**config.mk**
```make
export PLATFORM = sky130hd
export DESIGN_NAME = hazard_stall_controller
export DESIGN_NICKNAME = d
export VERILOG_FILES = /design/src/rtl/hazard_stall_controller.sv
export SDC_FILE = /design/constraint.sdc
export NUM_CORES = 1
export LEC_CHECK = 0
export ABC_AREA = 1
export BUFFER_PORTS_ARGS = -buffer_cell sky130_fd_sc_hd__buf_4
export CORE_UTILIZATION = 59
export CTS_CLUSTER_DIAMETER = 30
export DETAILED_ROUTE_END_ITERATION = 8
export GPL_ROUTABILITY_DRIVEN = 0
export PLACE_DENSITY = 0.87
export SYNTH_ARGS = -nofsm -noshare
export SYNTH_HDL_FRONTEND = slang
export SYNTH_SLANG_ARGS = --single-unit
```
**constraint.sdc**
```tcl
create_clock -name clk -period 6.2 [get_ports clk]
set_clock_uncertainty 0.2 [all_clocks]
set_input_delay 1.24 -clock clk [delete_from_list [all_inputs] [get_ports clk]]
set_output_delay 1.24 -clock clk [all_outputs]
set_load 0.03 [all_outputs]
```
**src/rtl/hazard_stall_controller.sv**
```systemverilog
// rtl/hazard_stall_controller.sv - stall/flush sequencer with a shadow register scoreboard for the 5-stage pipeline
// Condition priority: data-memory busy, then taken branch, then RAW hazard, then issue.
module hazard_stall_controller #(
  parameter int CNT_W     = 32,
  parameter bit WB_BYPASS = 1'b0
) (
  input  logic             clk,
  input  logic             rst,
  input  logic [63:0]      id_IR,
  input  logic             id_valid,
  input  logic             ex_branch_taken,
  input  logic             mem_busy,
  output logic             stall_if,
  output logic             stall_id,
  output logic             bubble_ex,
  output logic             flush_if,
  output logic             flush_id,
  output logic             freeze,
  output logic [1:0]       ctrl_state,
  output logic [CNT_W-1:0] stall_cycles,
  output logic [CNT_W-1:0] flush_count
);

  localparam logic [1:0] RUN    = 2'd0;
  localparam logic [1:0] DSTALL = 2'd1;
  localparam logic [1:0] MSTALL = 2'd2;
  localparam logic [1:0] FLUSH  = 2'd3;

  localparam logic [5:0] OP_MOV  = 6'd1;
  localparam logic [5:0] OP_LD   = 6'd2;
  localparam logic [5:0] OP_STR  = 6'd3;
  localparam logic [5:0] OP_BEQ  = 6'd4;
  localparam logic [5:0] OP_BNEQ = 6'd5;
  localparam logic [5:0] OP_ALU  = 6'd6;
  localparam logic [5:0] OP_LDI  = 6'd7;

  logic [5:0] opcode;
  logic [5:0] src_a;
  logic [5:0] src_b;
  logic [5:0] dest;
  logic       use_a;
  logic       use_b;
  logic       writer;

  logic       ex_v, mem_v, wb_v;
  logic [5:0] ex_d, mem_d, wb_d;

  logic       hit_a;
  logic       hit_b;
  logic       hazard;
  logic [1:0] cond;
  logic       unused_ir_bits;

  assign opcode = id_IR[63:58];
  assign src_a  = id_IR[57:52];
  assign src_b  = id_IR[51:46];
  assign dest   = (opcode == OP_LDI) ? id_IR[57:52] : id_IR[17:12];
  assign unused_ir_bits = ^{id_IR[45:18], id_IR[11:0]};

  always_comb begin
    use_a  = 1'b0;
    use_b  = 1'b0;
    writer = 1'b0;
    case (opcode)
      OP_MOV, OP_LD: begin
        use_a  = 1'b1;
        writer = 1'b1;
      end
      OP_STR, OP_BEQ, OP_BNEQ: begin
        use_a = 1'b1;
        use_b = 1'b1;
      end
      OP_ALU: begin
        use_a  = 1'b1;
        use_b  = 1'b1;
        writer = 1'b1;
      end
      OP_LDI:  writer = 1'b1;
      default: ;
    endcase
  end

  // With a write-first register file the WB entry never blocks a read.
  assign hit_a = (ex_v && ex_d == src_a) || (mem_v && mem_d == src_a) ||
                 (!WB_BYPASS && wb_v && wb_d == src_a);
  assign hit_b = (ex_v && ex_d == src_b) || (mem_v && mem_d == src_b) ||
                 (!WB_BYPASS && wb_v && wb_d == src_b);
  assign hazard = id_valid && ((use_a && hit_a) || (use_b && hit_b));

  always_comb begin
    cond = RUN;
    if (mem_busy)             cond = MSTALL;
    else if (ex_branch_taken) cond = FLUSH;
    else if (hazard)          cond = DSTALL;
  end

  always_comb begin
    stall_if  = 1'b0;
    stall_id  = 1'b0;
    bubble_ex = 1'b0;
    flush_if  = 1'b0;
    flush_id  = 1'b0;
    freeze    = 1'b0;
    case (cond)
      MSTALL: begin
        freeze   = 1'b1;
        stall_if = 1'b1;
        stall_id = 1'b1;
      end
      FLUSH: begin
        flush_if = 1'b1;
        flush_id = 1'b1;
      end
      DSTALL: begin
        stall_if  = 1'b1;
        stall_id  = 1'b1;
        bubble_ex = 1'b1;
      end
      default: ;
    endcase
  end

  always_ff @(posedge clk or posedge rst) begin
    if (rst) begin
      ctrl_state   <= RUN;
      ex_v         <= 1'b0;
      mem_v        <= 1'b0;
      wb_v         <= 1'b0;
      ex_d         <= 6'd0;
      mem_d        <= 6'd0;
      wb_d         <= 6'd0;
      stall_cycles <= '0;
      flush_count  <= '0;
    end else begin
      ctrl_state <= cond;
      // A frozen back end keeps the scoreboard exactly where it is.
      if (cond != MSTALL) begin
        wb_v  <= mem_v;
        wb_d  <= mem_d;
        mem_v <= ex_v;
        mem_d <= ex_d;
        ex_v  <= (cond == RUN) && id_valid && writer;
        ex_d  <= dest;
      end
      if ((cond == DSTALL || cond == MSTALL) && stall_cycles != '1)
        stall_cycles <= stall_cycles + CNT_W'(1);
      if (cond == FLUSH && flush_count != '1)
        flush_count <= flush_count + CNT_W'(1);
    end
  end

endmodule

```
# Word level (Yosys, flattened, before mapping)
# Index checks and enable logic that the tools add are counted.
# W data, S select, Z words.
[op_classes]
add_sub_neg = 2
eq_ne = 19
n_mux = 11
reduce_logical = 24
[ops]
columns = ["cell", "n"]
rows = [
  ["$add A32 B1 Y32 const B", 2],
  ["$ne A32 B32 Y1 const B", 2],
  ["$eq A6 B6 Y1", 6],
  ["$eq A6 B3 Y1 const B", 4],
  ["$logic_and A1 B1 Y1", 13],
  ["$eq A6 B2 Y1 const B", 2],
  ["$mux W1", 8],
  ["$reduce_or A4 Y1", 2],
  ["$eq A6 B1 Y1 const B", 1],
  ["$logic_or A1 B1 Y1", 6],
  ["$mux W6", 1],
  ["$reduce_or A6 Y1", 1],
  ["$eq A2 B2 Y1 const B", 2],
  ["$mux W2", 2],
  ["$eq A2 B1 Y1 const B", 1],
  ["$logic_not A2 Y1", 1],
  ["$ne A2 B2 Y1 const B", 1],
  ["$reduce_or A2 Y1", 1],
]
[word_totals]
register_bits = 87
input_bits = 69
out_inout_bits = 72
word_cells = 65

# Longest topological paths before layout
# Gate-level depths: netlist of run 1.
[depth]
word_depth = 13
depth_mapped = 17
depth_no_buf = 16

# Worst setup path after synthesis of run 1
# OpenSTA, ideal clock, no wires.
[synth_timing]
path_kind = "input -> output"
start = "input port ex_branch_taken"
end = "output port stall_if"
t_arrival_ns = 2.795
slack_ns = 1.965
path_stages = 6
cell_sequence = "inv_1 nor2_1 a21oi_1 ha_1 inv_1 buf_4"
[synth_between]
elab_chain_len = 5
[synth_lines]
columns = ["item", "line_no", "rtl"]
rows = [
  ["start, declared", "11", "input logic ex_branch_taken,"],
  ["$mux W2 *", "93", "else if (ex_branch_taken) cond = FLUSH;"],
  ["$mux W2 *", "92", "if (mem_busy) cond = MSTALL;"],
  ["$eq A2 B1 Y1 / $eq A2 B2 Y1 (equally long branches)", "n/a", ""],
  ["$reduce_or A2 Y1 (no source line) *", "n/a", ""],
  ["$mux W1 *", "n/a", ""],
  ["end, declared", "13", "output logic stall_if,"],
]
# Mark *: on every way between the ends. The rest lies on a longest branch, timed or not.

# Worst setup path in the final report of run 1
[layout_timing]
start = "input port id_IR[55]"
end = "output port freeze"
[layout_between]
elab_chain_len = 12
[layout_lines]
columns = ["item", "line_no", "rtl"]
rows = [
  ["start, declared", "9", "input logic [63:0] id_IR,"],
  ["$eq A6 B6 Y1", "84", "assign hit_a = (ex_v && ex_d == src_a) || (mem_v && mem_d == src_a) ||"],
  ["$logic_and A1 B1 Y1", "84", ""],
  ["$logic_or A1 B1 Y1", "84", ""],
  ["$logic_or A1 B1 Y1 *", "84", ""],
  ["$logic_and A1 B1 Y1 *", "88", "assign hazard = id_valid && ((use_a && hit_a) || (use_b && hit_b));"],
  ["$logic_or A1 B1 Y1 *", "88", ""],
  ["$logic_and A1 B1 Y1 *", "88", ""],
  ["$mux W1 *", "94", "else if (hazard) cond = DSTALL;"],
  ["$mux W2 *", "93", ""],
  ["$mux W2 *", "92", ""],
  ["$eq A2 B2 Y1 *", "104", "case (cond)"],
  ["$mux W1 *", "104", ""],
  ["end, declared", "18", "output logic freeze,"],
]
# Marks and branches as above.

==> out/metrics.cfg, run 1 <==
[run_status]
status=finished, final reports clean

[die]
core_area_um2=9371
dieWidth_um=101.1
rows=35
io_pins=141
die_area_um2=10220
initial_core_util_pct=61.84
die_h_um=101.1

[detailed_routing]
viasPerCell=5.223
post_drt_wl_per_cell_um=12.95
ant_nets=0
drt_first_pass_iters=5
vias=5641
drtIter0Drc=333
routed_wl_mm=13.98
drc=0

[synthesis]
async_flop_share_pct=100.0
yosys_register_bits=87
syn_inst=850
ys_seq_area_share_pct=37.56
yosys.area.top_type=dfrtp_1
synth_top_area_share_pct=37.56
ys_warn_count=0
synthTopCellsByArea=dfrtp_1, nand2_1, inv_1
synth_top_flop_cell=dfrtp_1
synth_area_um2=5796
avgSynthCellArea_um2=6.818
synth_edf_count=0
synth_cell_types=33
syn_nets=924

[cells_and_area]
final_common_cell=nand2_1
area_delta_synth_final_pct=17.14
drive_gt1_share_pct=17.03
fill_cells=817
nets=1020
final_cell_mix=nand2_1, buf_4, inv_1
diodes=0

[clocking]
cts_tree=built
cts_buffer_depth=2
cts_setup_buffers=0
clkLatencyLatePin_ns=0.36
h-tree-depth=3
cts.sinks=87
hold_buffers=0
numCtsBuffers=9
root_buffer=clkbuf_8
cts_resized=0
clk_pin_slew_ns=0.10

[timing]
setup_viol=0
timing.slew.headroom_pct=42.07
drv_slew=0
max_freq_mhz=229.0
setup_tns_ns=0
layout_min_cycle_time_ns=4.367
worst_pin_slew_ns=0.8690
hold_violations=0
period_share_pct=70.43
holdWs_ns=0.3289
rsz0062_at_grt=no

[job]
maxCapViolations=0

[critical_path]
cp-end-kind=primary output
critPathKind=in -> out
cp_max_fo=30
required_ns=4.76
critPathLaunchType=input port
rr_worst_depth=17
cp.arrival_ns=2.93

[grt]
overflow=0
grt_pass1_wl_mm=23.48
antenna_found_initial=0
first_global_vias=5214
grt_max_degree=70
track_usage_pct=29.11

[pwr]
powerDensity_nw_per_um2=265.9
max-vdd-ir-drop_v=0.0002371
cellLeakagePower_nw=3.357

[worst_hold_path]
whs_path_depth=2
hold_class=reg -> reg

[placement]
io_buffers=100
hpwlAfterDp_mm=10.46

-- cell usage after synthesis (6+ instances only) --
cell type / count
buf_6: 9
dfrtp_1: 87
inv_1: 95
inv_2: 8
nand2_1: 340
nand3_1: 36
nand4_1: 6
nor2_1: 73
nor3_1: 36
o211ai_1: 7
o21ai_0: 27
o21ai_1: 15
o21ai_2: 19
xnor2_1: 17
xor2_1: 29
-- sequential cells by signal, summed over array words and instances (netlist names) --
signal	cells
ctrl_state	2
wb_d	6
ex_v	1
wb_v	1
mem_d	6
mem_v	1
ex_d	6
stall_cycles	32
flush_count	32
-- per-layer routing --
| metal | part of all wire [%] | GRT usage, % | wire, um | up-vias |
|---|---|---|---|---|
| met1 | 45 | 38.88 | 6298 | 2585 |
| met4 | 1.8 | 8.696 | 245 | 0 |
| met2 | 48 | 49.14 | 6716 | 186 |
| met5 | 0 | 0 | 0 | - |
| li1 | - | - | - | 2852 |
| met3 | 5.2 | 4.300 | 722 | 18 |
-- kinds of logic (layout without fill, tap and decap cells) --
| kind of cell | count (synthesis) | count (layout) | synth area share (%) |
|---|---|---|---|
| simple gates | 510 | 510 | 36.33 |
| buf+inv | 123 | 224 | 9.521 |
| flops | 87 | 87 | 37.56 |
| compound gates | 79 | 79 | 8.549 |
| xor+xnor | 46 | 46 | 6.952 |
| fa+ha+maj | 5 | 5 | 1.079 |
-- stage by stage --
step           area (um^2)  power (mW)  cells  worst slack (ns)  util [%]
4_1_cts               6789       1.810   1080             1.865     72.44
3_3_place_gp          6588       1.382   1064             1.877     70.29
6_report              6789       1.805   1080             1.833     72.44
3_5_place_dp          6588       1.395   1064             1.874     70.29
5_1_grt               6789       1.911   1080             1.648     72.44
2_1_floorplan         5796       1.192    850             1.965         -
-- layout make-up --
cell class / instances / area (um^2) / area share (%)
multi-input combinational: 640 / 3074 / 45.28
sequential: 87 / 2177 / 32.07
timing repair buffer: 104 / 780.7 / 11.50
inverter: 104 / 394.1 / 5.805
tap: 129 / 161.4 / 2.377
clock buffer: 9 / 123.9 / 1.825
clock inverter: 7 / 77.57 / 1.143
-- worst paths after layout --
path                       slack [ns]              from                to
max in group asynchronous        3.99               rst   flush_count[12]
min in group asynchronous        0.62               rst           ex_d[4]
setup reg to reg                 2.93           ex_d[1]  stall_cycles[26]
setup / recovery                 1.83         id_IR[55]            freeze
hold reg to reg                  0.33  stall_cycles[31]  stall_cycles[31]
hold / removal                   0.33  stall_cycles[31]  stall_cycles[31]
-- worst max-delay path, stage by stage --
cell	delay [ns]
buf_4	0.14
inv_1	0.11
nand2_1	0.07
o21ai_0	0.07
nor2_1	0.05
nand3_1	0.09
nand3_1	0.14
nand2_1	0.09
nand2_1	0.07
a21oi_1	0.18
ha_1	0.17
buf_4	0.28
buf_4	0.22
-- power by group --
group	internal (mW)	switching [mW]
Combinational	0.222	0.393
Clock	0.192	0.226
Sequential	0.655	0.118
Power figures use the tool's default switching activity.
==> inputs of run 2 (changes only) <==
--- a/config.mk
+++ b/config.mk
@@ -7,11 +7,11 @@
 export LEC_CHECK = 0
 export ABC_AREA = 1
 export BUFFER_PORTS_ARGS = -buffer_cell sky130_fd_sc_hd__buf_4
-export CORE_UTILIZATION = 59
+export CORE_UTILIZATION = 55
 export CTS_CLUSTER_DIAMETER = 30
 export DETAILED_ROUTE_END_ITERATION = 8
 export GPL_ROUTABILITY_DRIVEN = 0
-export PLACE_DENSITY = 0.87
+export PLACE_DENSITY = 0.82
 export SYNTH_ARGS = -nofsm -noshare
 export SYNTH_HDL_FRONTEND = slang
 export SYNTH_SLANG_ARGS = --single-unit
==> constraint.sdc (replaced) <==
create_clock -name clk -period 4.2 [get_ports clk]
set_clock_uncertainty 0.2 [all_clocks]
set_input_delay 0.84 -clock clk [delete_from_list [all_inputs] [get_ports clk]]
set_output_delay 0.84 -clock clk [all_outputs]
set_load 0.03 [all_outputs]
==> run 2 against run 1 <==
Net effect: final cell count up 0.83%; sequential power up 47%; first-iteration DRC count fell by 11%; utilization decreased by 6.0 points; non-clock buffer count up 2; highest routed layer unchanged; critical path type unchanged.
==> out/metrics.cfg, run 2 (synthesized netlist as in run 1, its figures left out) <==
[run_status]
status=finished, final reports clean

[timing]
rsz0062_at_grt=no
holdWs_ns=0.3241
hold_violations=0
worst_pin_slew_ns=0.8214
timing.slew.headroom_pct=45.24
setup_tns_ns=0
setup_viol=0
period_share_pct=83.15
drv_slew=0
setup_slack_ns=0.7078
layout_min_cycle_time_ns=3.492
max_freq_mhz=286.4

[cells_and_area]
final_common_cell=nand2_1
top_regs=flush_count: 32 flops, stall_cycles: 32 flops
nets=1022
drive_gt1_share_pct=17.00
final_cell_mix=nand2_1, buf_4, inv_1
area_delta_synth_final_pct=17.75
diodes=0
final_core_util_pct=66.40
fill_cells=955

[pwr]
comb_power_share_pct=34.2
powerDensity_nw_per_um2=389.8
max-vdd-ir-drop_v=0.0003355
p_sw_share_pct=40.10
power_switching_mw=1.067
power.share.sequential_pct=42.8
p_int_mw=1.593
pwr-share-clk_pct=23.0
cellLeakagePower_nw=3.368

[critical_path]
required_ns=3.16
path_buf_inv=5
cp_top_family=simple AND/OR/NAND/NOR gates
timing.rr.end=stall_cycles[14]
critPathLaunchType=input port
path_common_cell=nand2_1
slowest_delay_ns=0.31
reg2reg_slack_ns=1.32
crit_end=stall_if
cp_slowest_cell=ha_1
cp_max_fo=4
r2r_start=ex_d[0]
crit_start=id_IR[52]
path_cells=buf_4, inv_1, nand2_1, nand2_1, inv_1, nand2_1, nor2_1, nand2_1, nand3_1, nand2_1, nand2_1, a21oi_1, ha_1, inv_1, buf_4
critPathKind=in -> out
rr_worst_depth=16
cp.arrival_ns=2.45
worst-path-stages=15
cp-end-kind=primary output

[die]
dieWidth_um=104.7
core_area_um2=10280
die_h_um=104.7
rows=37
io_pins=141
die_area_um2=10950
initial_core_util_pct=56.39

[placement]
io_buffers=100
pre_cts_ws_ns=0.7337
hpwlAfterDp_mm=10.80

[detailed_routing]
viasPerCell=5.107
ant_nets=0
drtIter0Drc=295
drt_first_pass_iters=5
routed_wl_mm=14.19
vias=5562
drc=0
post_drt_wl_per_cell_um=13.03

[clocking]
hold_buffers=0
root_buffer=clkbuf_8
clk_pin_slew_ns=0.08
cts_resized=0
cts_buffer_depth=2
clkLatencyLatePin_ns=0.36
cts_tree=built
h-tree-depth=3
cts.sinks=87
numCtsBuffers=9
cts_setup_buffers=0

[grt]
grt_max_degree=48
first_global_vias=5271
antenna_found_initial=0
grt_pass1_wl_mm=24.43
track_usage_pct=27.49
overflow=0

[job]
maxCapViolations=0

[worst_hold_path]
hold_class=reg -> reg

[run 2: cell count changes in the layout (fill, tap and decap cells not counted), sizes merged]
cell	before	now
inv	107	103
clkbuf	9	12
clkinv	2	3
buf	104	106
[run 2: routing by layer]
metal  vias to the layer above  track usage (%)  part of all wire (%)
met3                        26            4.055                   5.0
met1                      2525            36.57                    45
li1                       2856                -                     -
met4                         0            8.451                   1.8
met5                         -                0                     0
met2                       155            46.31                    48
[run 2: how the worst min path moves through the flow]
| stage | endpoint | startpoint | depth (start not counted) | slack (ns) |
|---|---|---|---|---|
| floorplan | mem_v | mem_v | 2 | 0.27 |
| global route | wb_d[1] | wb_d[1] | 2 | 0.36 |
| CTS | stall_cycles[31] | stall_cycles[31] | 2 | 0.33 |
| global placement | mem_d[4] | mem_d[4] | 2 | 0.29 |
| finish | wb_d[1] | wb_d[1] | 2 | 0.32 |
| detailed placement | stall_cycles[31] | stall_cycles[31] | 2 | 0.30 |
[run 2: power groups by stage]
stage,Sequential [mW],Clock [mW],Combinational [mW]
floorplan,1.31,0,0.446
global placement,1.15,0,0.897
detailed placement,1.15,0,0.913
CTS,1.14,0.616,0.916
global route,1.16,0.654,1.01
finish,1.14,0.611,0.910
[run 2: worst min-delay path, cell delays in order, from the launching register on]
cell     delay (ns)
dfrtp_1        0.37
nand2_1        0.06
o21ai_0        0.06
[run 2: layout make-up]
class	instances	area, um^2	area share (%)
repair buffers	106	808.3	11.84
inverters	104	394.1	5.776
clock buffers	12	145.1	2.127
well taps	136	170.2	2.494
flip-flops and latches	87	2177	31.90
multi-input cells	640	3074	45.05
clock inverters	4	55.05	0.8067
[run 2: through the flow]
stage               cells  instance area [um^2]  power, mW
floorplan             850                  5796      1.760
global placement     1073                  6624      2.047
detailed placement   1073                  6624      2.063
finish               1089                  6824      2.660
global route         1089                  6824      2.822
CTS                  1089                  6824      2.668
